File: src/rtl/result_accumulator.sv
// Accumulates deskewed systolic result rows over K-tiles, then requantises each row
// (shift, optional ReLU, saturate) and drains it to the unified buffer.
module result_accumulator #(
  parameter int unsigned PARTIAL_SUM_BW = 20,
  parameter int unsigned MATRIX_SIZE    = 8,
  parameter int unsigned ACC_BW         = 24,
  parameter int unsigned ACC_DEPTH      = 8,
  parameter int unsigned DATA_BW        = 8,
  parameter int unsigned ADDRESSSIZE    = 10
) (
  input  logic                              clk,
  input  logic                              rstn,
  input  logic                              start,
  input  logic [3:0]                        num_tiles,
  input  logic                              relu_en,
  input  logic [4:0]                        shift,
  input  logic [ADDRESSSIZE-1:0]            out_base_addr,
  input  logic                              in_valid,
  input  logic [PARTIAL_SUM_BW*MATRIX_SIZE-1:0] in_data,
  output logic                              in_ready,
  output logic                              ub_we,
  output logic [ADDRESSSIZE-1:0]            ub_addr,
  output logic [DATA_BW*MATRIX_SIZE-1:0]    ub_data,
  input  logic                              ub_ready,
  output logic                              busy,
  output logic                              done
);

  localparam int unsigned RowW = (ACC_DEPTH > 1) ? $clog2(ACC_DEPTH) : 1;

  localparam logic [1:0] StIdle  = 2'd0;
  localparam logic [1:0] StAccum = 2'd1;
  localparam logic [1:0] StDrain = 2'd2;
  localparam logic [1:0] StDone  = 2'd3;

  localparam logic signed [ACC_BW:0] AccMax = {2'b00, {(ACC_BW-1){1'b1}}};
  localparam logic signed [ACC_BW:0] AccMin = {2'b11, {(ACC_BW-1){1'b0}}};
  localparam logic signed [ACC_BW-1:0] DataMax = {{(ACC_BW-DATA_BW+1){1'b0}}, {(DATA_BW-1){1'b1}}};
  localparam logic signed [ACC_BW-1:0] DataMin = {{(ACC_BW-DATA_BW+1){1'b1}}, {(DATA_BW-1){1'b0}}};

  logic [1:0]             state_q, state_d;
  logic [RowW-1:0]        row_ptr_q, row_ptr_d;
  logic [RowW-1:0]        drain_ptr_q, drain_ptr_d;
  logic [3:0]             tile_cnt_q, tile_cnt_d;
  logic [3:0]             num_tiles_q;
  logic                   relu_q;
  logic [4:0]             shift_q;
  logic [ADDRESSSIZE-1:0] base_q;

  logic signed [ACC_BW-1:0] acc_q     [ACC_DEPTH][MATRIX_SIZE];
  logic signed [ACC_BW:0]   wide_sum  [MATRIX_SIZE];
  logic signed [ACC_BW-1:0] row_sum   [MATRIX_SIZE];
  logic signed [ACC_BW-1:0] shifted   [MATRIX_SIZE];
  logic [DATA_BW-1:0]       lane_out  [MATRIX_SIZE];

  logic       beat;
  logic       last_row;
  logic       last_tile;
  logic [3:0] last_tile_idx;

  assign in_ready      = (state_q == StAccum);
  assign ub_we         = (state_q == StDrain);
  assign busy          = (state_q != StIdle);
  assign done          = (state_q == StDone);
  assign ub_addr       = ub_we ? base_q + ADDRESSSIZE'(drain_ptr_q) : '0;
  assign beat          = in_valid && in_ready;
  assign last_row      = (row_ptr_q == RowW'(ACC_DEPTH - 1));
  // A tile count of zero behaves as a single tile.
  assign last_tile_idx = (num_tiles_q == 4'd0) ? 4'd0 : num_tiles_q - 4'd1;
  assign last_tile     = (tile_cnt_q == last_tile_idx);

  // First tile overwrites the row, later tiles add into it with saturation.
  always_comb begin
    for (int i = 0; i < int'(MATRIX_SIZE); i++) begin
      wide_sum[i] = {{(ACC_BW+1-PARTIAL_SUM_BW){in_data[i*PARTIAL_SUM_BW+PARTIAL_SUM_BW-1]}},
                     in_data[i*PARTIAL_SUM_BW +: PARTIAL_SUM_BW]}
                  + ((tile_cnt_q == 4'd0) ? '0
                     : {acc_q[row_ptr_q][i][ACC_BW-1], acc_q[row_ptr_q][i]});
      if (wide_sum[i] > AccMax)      row_sum[i] = AccMax[ACC_BW-1:0];
      else if (wide_sum[i] < AccMin) row_sum[i] = AccMin[ACC_BW-1:0];
      else                           row_sum[i] = wide_sum[i][ACC_BW-1:0];
    end
  end

  always_comb begin
    ub_data = '0;
    for (int i = 0; i < int'(MATRIX_SIZE); i++) begin
      shifted[i] = acc_q[drain_ptr_q][i] >>> shift_q;
      if (relu_q && shifted[i][ACC_BW-1]) shifted[i] = '0;
      if (shifted[i] > DataMax)      lane_out[i] = DataMax[DATA_BW-1:0];
      else if (shifted[i] < DataMin) lane_out[i] = DataMin[DATA_BW-1:0];
      else                           lane_out[i] = shifted[i][DATA_BW-1:0];
      if (ub_we) ub_data[i*DATA_BW +: DATA_BW] = lane_out[i];
    end
  end

  always_comb begin
    state_d     = state_q;
    row_ptr_d   = row_ptr_q;
    tile_cnt_d  = tile_cnt_q;
    drain_ptr_d = drain_ptr_q;
    case (state_q)
      StIdle: begin
        if (start) begin
          state_d    = StAccum;
          row_ptr_d  = '0;
          tile_cnt_d = '0;
        end
      end
      StAccum: begin
        if (in_valid) begin
          if (last_row) begin
            row_ptr_d = '0;
            if (last_tile) begin
              state_d     = StDrain;
              drain_ptr_d = '0;
            end else begin
              tile_cnt_d = tile_cnt_q + 4'd1;
            end
          end else begin
            row_ptr_d = row_ptr_q + RowW'(1);
          end
        end
      end
      StDrain: begin
        if (ub_ready) begin
          if (drain_ptr_q == RowW'(ACC_DEPTH - 1)) state_d = StDone;
          else                                     drain_ptr_d = drain_ptr_q + RowW'(1);
        end
      end
      default: state_d = StIdle;
    endcase
  end

  always_ff @(posedge clk or negedge rstn) begin
    if (!rstn) begin
      state_q     <= StIdle;
      row_ptr_q   <= '0;
      tile_cnt_q  <= '0;
      drain_ptr_q <= '0;
      num_tiles_q <= '0;
      relu_q      <= 1'b0;
      shift_q     <= '0;
      base_q      <= '0;
    end else begin
      state_q     <= state_d;
      row_ptr_q   <= row_ptr_d;
      tile_cnt_q  <= tile_cnt_d;
      drain_ptr_q <= drain_ptr_d;
      if (state_q == StIdle && start) begin
        num_tiles_q <= num_tiles;
        relu_q      <= relu_en;
        shift_q     <= shift;
        base_q      <= out_base_addr;
      end
    end
  end

  always_ff @(posedge clk or negedge rstn) begin
    if (!rstn) begin
      for (int r = 0; r < int'(ACC_DEPTH); r++) begin
        for (int i = 0; i < int'(MATRIX_SIZE); i++) acc_q[r][i] <= '0;
      end
    end else if (beat) begin
      for (int i = 0; i < int'(MATRIX_SIZE); i++) acc_q[row_ptr_q][i] <= row_sum[i];
    end
  end

endmodule
File: config.mk
export PLATFORM = sky130hd
export DESIGN_NAME = result_accumulator
export DESIGN_NICKNAME = d
export VERILOG_FILES = /design/src/rtl/result_accumulator.sv
export SDC_FILE = /design/constraint.sdc
export NUM_CORES = 2
export LEC_CHECK = 0
export CORE_ASPECT_RATIO = 1.2
export CORE_UTILIZATION = 30
export CTS_BUF_LIST = sky130_fd_sc_hd__clkbuf_8
export CTS_CLUSTER_SIZE = 14
export DETAILED_ROUTE_END_ITERATION = 16
export DONT_BUFFER_PORTS = 1
export PLACE_DENSITY = 0.44
export SLEW_MARGIN = 0
export SYNTH_ARGS = -nofsm -noshare
export SYNTH_HDL_FRONTEND = slang
export SYNTH_SLANG_ARGS = --single-unit
File: constraint.sdc
create_clock -name clk -period 14.4 [get_ports clk]
set_input_delay 2.88 -clock clk [delete_from_list [all_inputs] [get_ports clk]]
set_output_delay 2.88 -clock clk [all_outputs]
set_load 0.05 [all_outputs]
==> metrics.sh <==
YOSYS.AREA.TOP_TYPE='sky130_fd_sc_hd__dfrtp_1'
CLK-INSERTION-DELAY-LATE_PS=1020
SYNTH.AVG_CELL_AREA_UM2=9.41
NETLIST_INSTANCES=10978
MAPPEDNETLISTNETS=11377
CRITICAL_PATH.MAX_STAGE_DELAY_PS=1080
ROWS=235
POST_CTS_RESIZE_COUNT=0
FINALCRITICALPERIOD_PS=10570
POST-CTS-SETUP-BUFFER-COUNT=0
FINALWIRELENGTH_MM=526
TIMING.FINAL.MAX_SLEW_VIOLATIONS=10
PATH_CLASS='reg -> out'
IRDROPWORSTVDD_uV=156
DRIVE_GT1_FRAC=0.141
GRT_MAX_DEGREE=186
HOLD_PATH.CLASS='reg -> reg'
SYNTH.TOP_CELL.AREA_SHARE=0.380
YS_SEQ_ELEMENTS=1568
FINISH.INSTANCE_AREA_MM2=0.114
ANTENNA_VIOLATIONS_BEFORE_REPAIR=29
CRITPATHBUFINV=2
DIE_W_UM=538
CTS.HTREE.LEVELS=5
DP_HPWL_MM=350
CRITPATHMAXFANOUT=130
CORE_MM2=0.342
CTS_BUFFER_DEPTH=4
VIOLATED_CHECKS='max-capacitance violations, max-slew violations'
CLK_TRANSITION_REPORTED_PATHS_PS=50
MEAN_ROUTED_WIRELENGTH_PER_CELL_UM=34.2
TIMING.SLEW.HEADROOM=-0.00913
STARTPOINT_TYPE='register'
GRT_SETUP_UNREPAIRED='false'
DIEAREA_MM2=0.347
CLOCK-ROOT-BUFFER='sky130_fd_sc_hd__clkbuf_8'
LEAKAGE_uW=0.0470
YS_TYPES=103
WORST_PIN_SLEW_PS=1510
FAMILY_OF_CELLS_WITH_THE_GREATEST_SUMMED_DELAY_ON_THE_CRITICAL_PATH='compound AO/OA/AOI/OAI gates'
RUN_STATUS='finished with violations'
FINALHOLDVIOLCOUNT=0
TIMING.CLOCK.SKEW_PS=87.1
DETAIL_ROUTE.ITER0.VIOLATIONS=11598
POST-SYNTH-TOP-COUNT-CELL='sky130_fd_sc_hd__nand2_1'
CRITPATHSLOWESTCELL='sky130_fd_sc_hd__o311ai_2'
DR_DRC_COUNT=0
CRITPATHCAPTURETYPE='output pin'
SYNTH-MAIN-FF-CELL='sky130_fd_sc_hd__dfrtp_1'
YS_SEQ_AREA_FRAC=0.380
INITIAL_CORE_UTIL=0.302
CP_COMMON_CELL='sky130_fd_sc_hd__buf_12'
TRITONCTS='done'
GRT_PASS1_VIAS=94350
PLACEMENT.IO_BUFFERS=0
NUMCTSBUFFERS=296
ANT_NETS=0
POWER_PER_CELL_AREA_mW_PER_MM2=231
HOLD_BUFFERS=0
POST_SYNTH_EDFFS=0
FIN_NETS=11062
MIN_PERIOD_OVER_PERIOD=0.734
SYNTH.TOP_CELLS.BY_AREA='sky130_fd_sc_hd__dfrtp_1, sky130_fd_sc_hd__mux4_2, sky130_fd_sc_hd__o21ai_0'
COUNT_OF_FINAL_SETUP_VIOLATORS=0
SUMMED_INSTANCE_AREA_OF_THE_SYNTHESIZED_NETLIST_MM2=0.103
DPL-INSTANCE-AREA_MM2=0.108
GRT_PASS1_WL_MM=741
CRIT_CHAIN='buf_12 -> buf_12 -> mux2_2 -> o22ai_1 -> a221oi_1 -> a211oi_2 -> mux2i_1 -> or4_1 -> a211oi_1 -> nand4_1 -> o311ai_2 -> o21ai_1'
GR_OVERFLOW_TOTAL=0
FINAL.SETUP.TNS_PS=0
FIRST_PASS_ITERS=7
DRV_CAP=1
CRITICAL_PATH_DATA_ARRIVAL_TIME_PS=7690
TRACK_USAGE=0.296
ROUTE.DETAILED.VIAS_PER_INST=6.30
LAYOUT-AREA-OVERHEAD-VS-SYNTH_PCT=10.1
CLOCK.FMAX_GHz=0.0946
ASYNC_FLOP_SHARE=1.00
ROUTED-VIA-COUNT=96843
IO_PINS=263
YOSYSWARNINGS=0
DIE_Y_UM=645
POST_SYNTH_MOST_FREQUENT_CELLS='sky130_fd_sc_hd__nand2_1, sky130_fd_sc_hd__dfrtp_1, sky130_fd_sc_hd__o21ai_0'
NUMCLOCKSINKS=1568
CP_DATA_REQUIRED_TIME_PS=11520
WEIGHTED_CONGESTION_AT_THE_END_OF_ROUTABILITY_DRIVEN_GLOBAL_PLACEMENT=0.975
==> path summary, 6_finish.rpt <==
check                              endpoint  cells after the start  slack, ps           start
min in group asynchronous        acc_q[675]                      1       1790            rstn
worst min-delay path             acc_q[954]                      2        500      acc_q[954]
max in group asynchronous        acc_q[276]                      4       9260            rstn
worst max register to register  acc_q[1142]                     20       6270    row_ptr_q[0]
worst min register to register   acc_q[954]                      2        500      acc_q[954]
worst max-delay path            ub_data[42]                     12       3830  drain_ptr_q[2]
==> per-layer routing <==
layer	wire [um]	GRT usage
met5	111	0
met4	29200	0.149
met3	48200	0.0683
met2	236000	0.458
met1	213000	0.384
==> registers in the layout (all words and copies together), names as in the netlist <==
signal / count
tile_cnt_q: 4
state_q: 2
acc_q: 1536
base_q: 10
relu_q: 1
num_tiles_q: 4
row_ptr_q: 3
drain_ptr_q: 3
shift_q: 5
==> power breakdown <==
group          internal (uW)  leakage, uW  switching, uW  total [uW]
clock                   2410      0.00336           2110        4530
sequential              5650       0.0210           1440        7090
combinational           4780       0.0226           9930       14700
==> logic make-up after synthesis <==
logic type	count (synthesis)	synth area share
AO/OA/AOI/OAI	4220	0.267
AND/OR/NAND/NOR	2738	0.110
flip-flops	1568	0.380
multiplexers	1044	0.157
buffers and inverters	1026	0.0447
adder cells (fa/ha/maj)	224	0.0275
XOR/XNOR	158	0.0134
==> cell type report <==
class	count	area, um2
diodes	8	20.0
clock inverters	129	759
inverters	106	415
fillers	35132	228000
flip-flops and latches	1568	39300
multi-input cells	8384	59900
repair buffers	307	2730
well taps	4503	5630
clock buffers	370	5090
==> worst min-delay path: cells and delay by family (launching register included) <==
| family | cells | cell delay [ps] |
|---|---|---|
| AOI/OAI and AO/OA | 1 | 60 |
| and+or+nand+nor | 1 | 50 |
| DFF | 1 | 350 |
==> cell usage in the layout (no fill, tap or decap), drive strengths merged, types with 61 or more instances in the layout <==
cell type / n
nor3: 69
mux2: 214
o22ai: 108
nand3: 90
nand2: 1716
buf: 307
inv: 205
mux2i: 390
a21oi: 481
a221oi: 247
o21ai: 1559
a21o: 123
a22oi: 495
a22o: 392
ha: 205
xor2: 61
xnor2: 97
a211oi: 78
clkbuf: 370
mux4: 440
o22a: 90
a31oi: 229
dfrtp: 1568
nor2: 559
==> stage by stage <==
step	instances	util	total power (uW)	worst slack [ps]	hold slack, ps
2_1_floorplan	10978	-	15300	7230	464
5_1_grt	15371	0.333	27300	3760	524
3_3_place_gp	14867	0.316	21300	4870	480
6_report	15375	0.333	26300	3830	502
4_1_cts	15367	0.333	25900	4070	505
3_5_place_dp	14868	0.316	21300	5180	492
No activity file was read; power rests on OpenSTA's default activity.
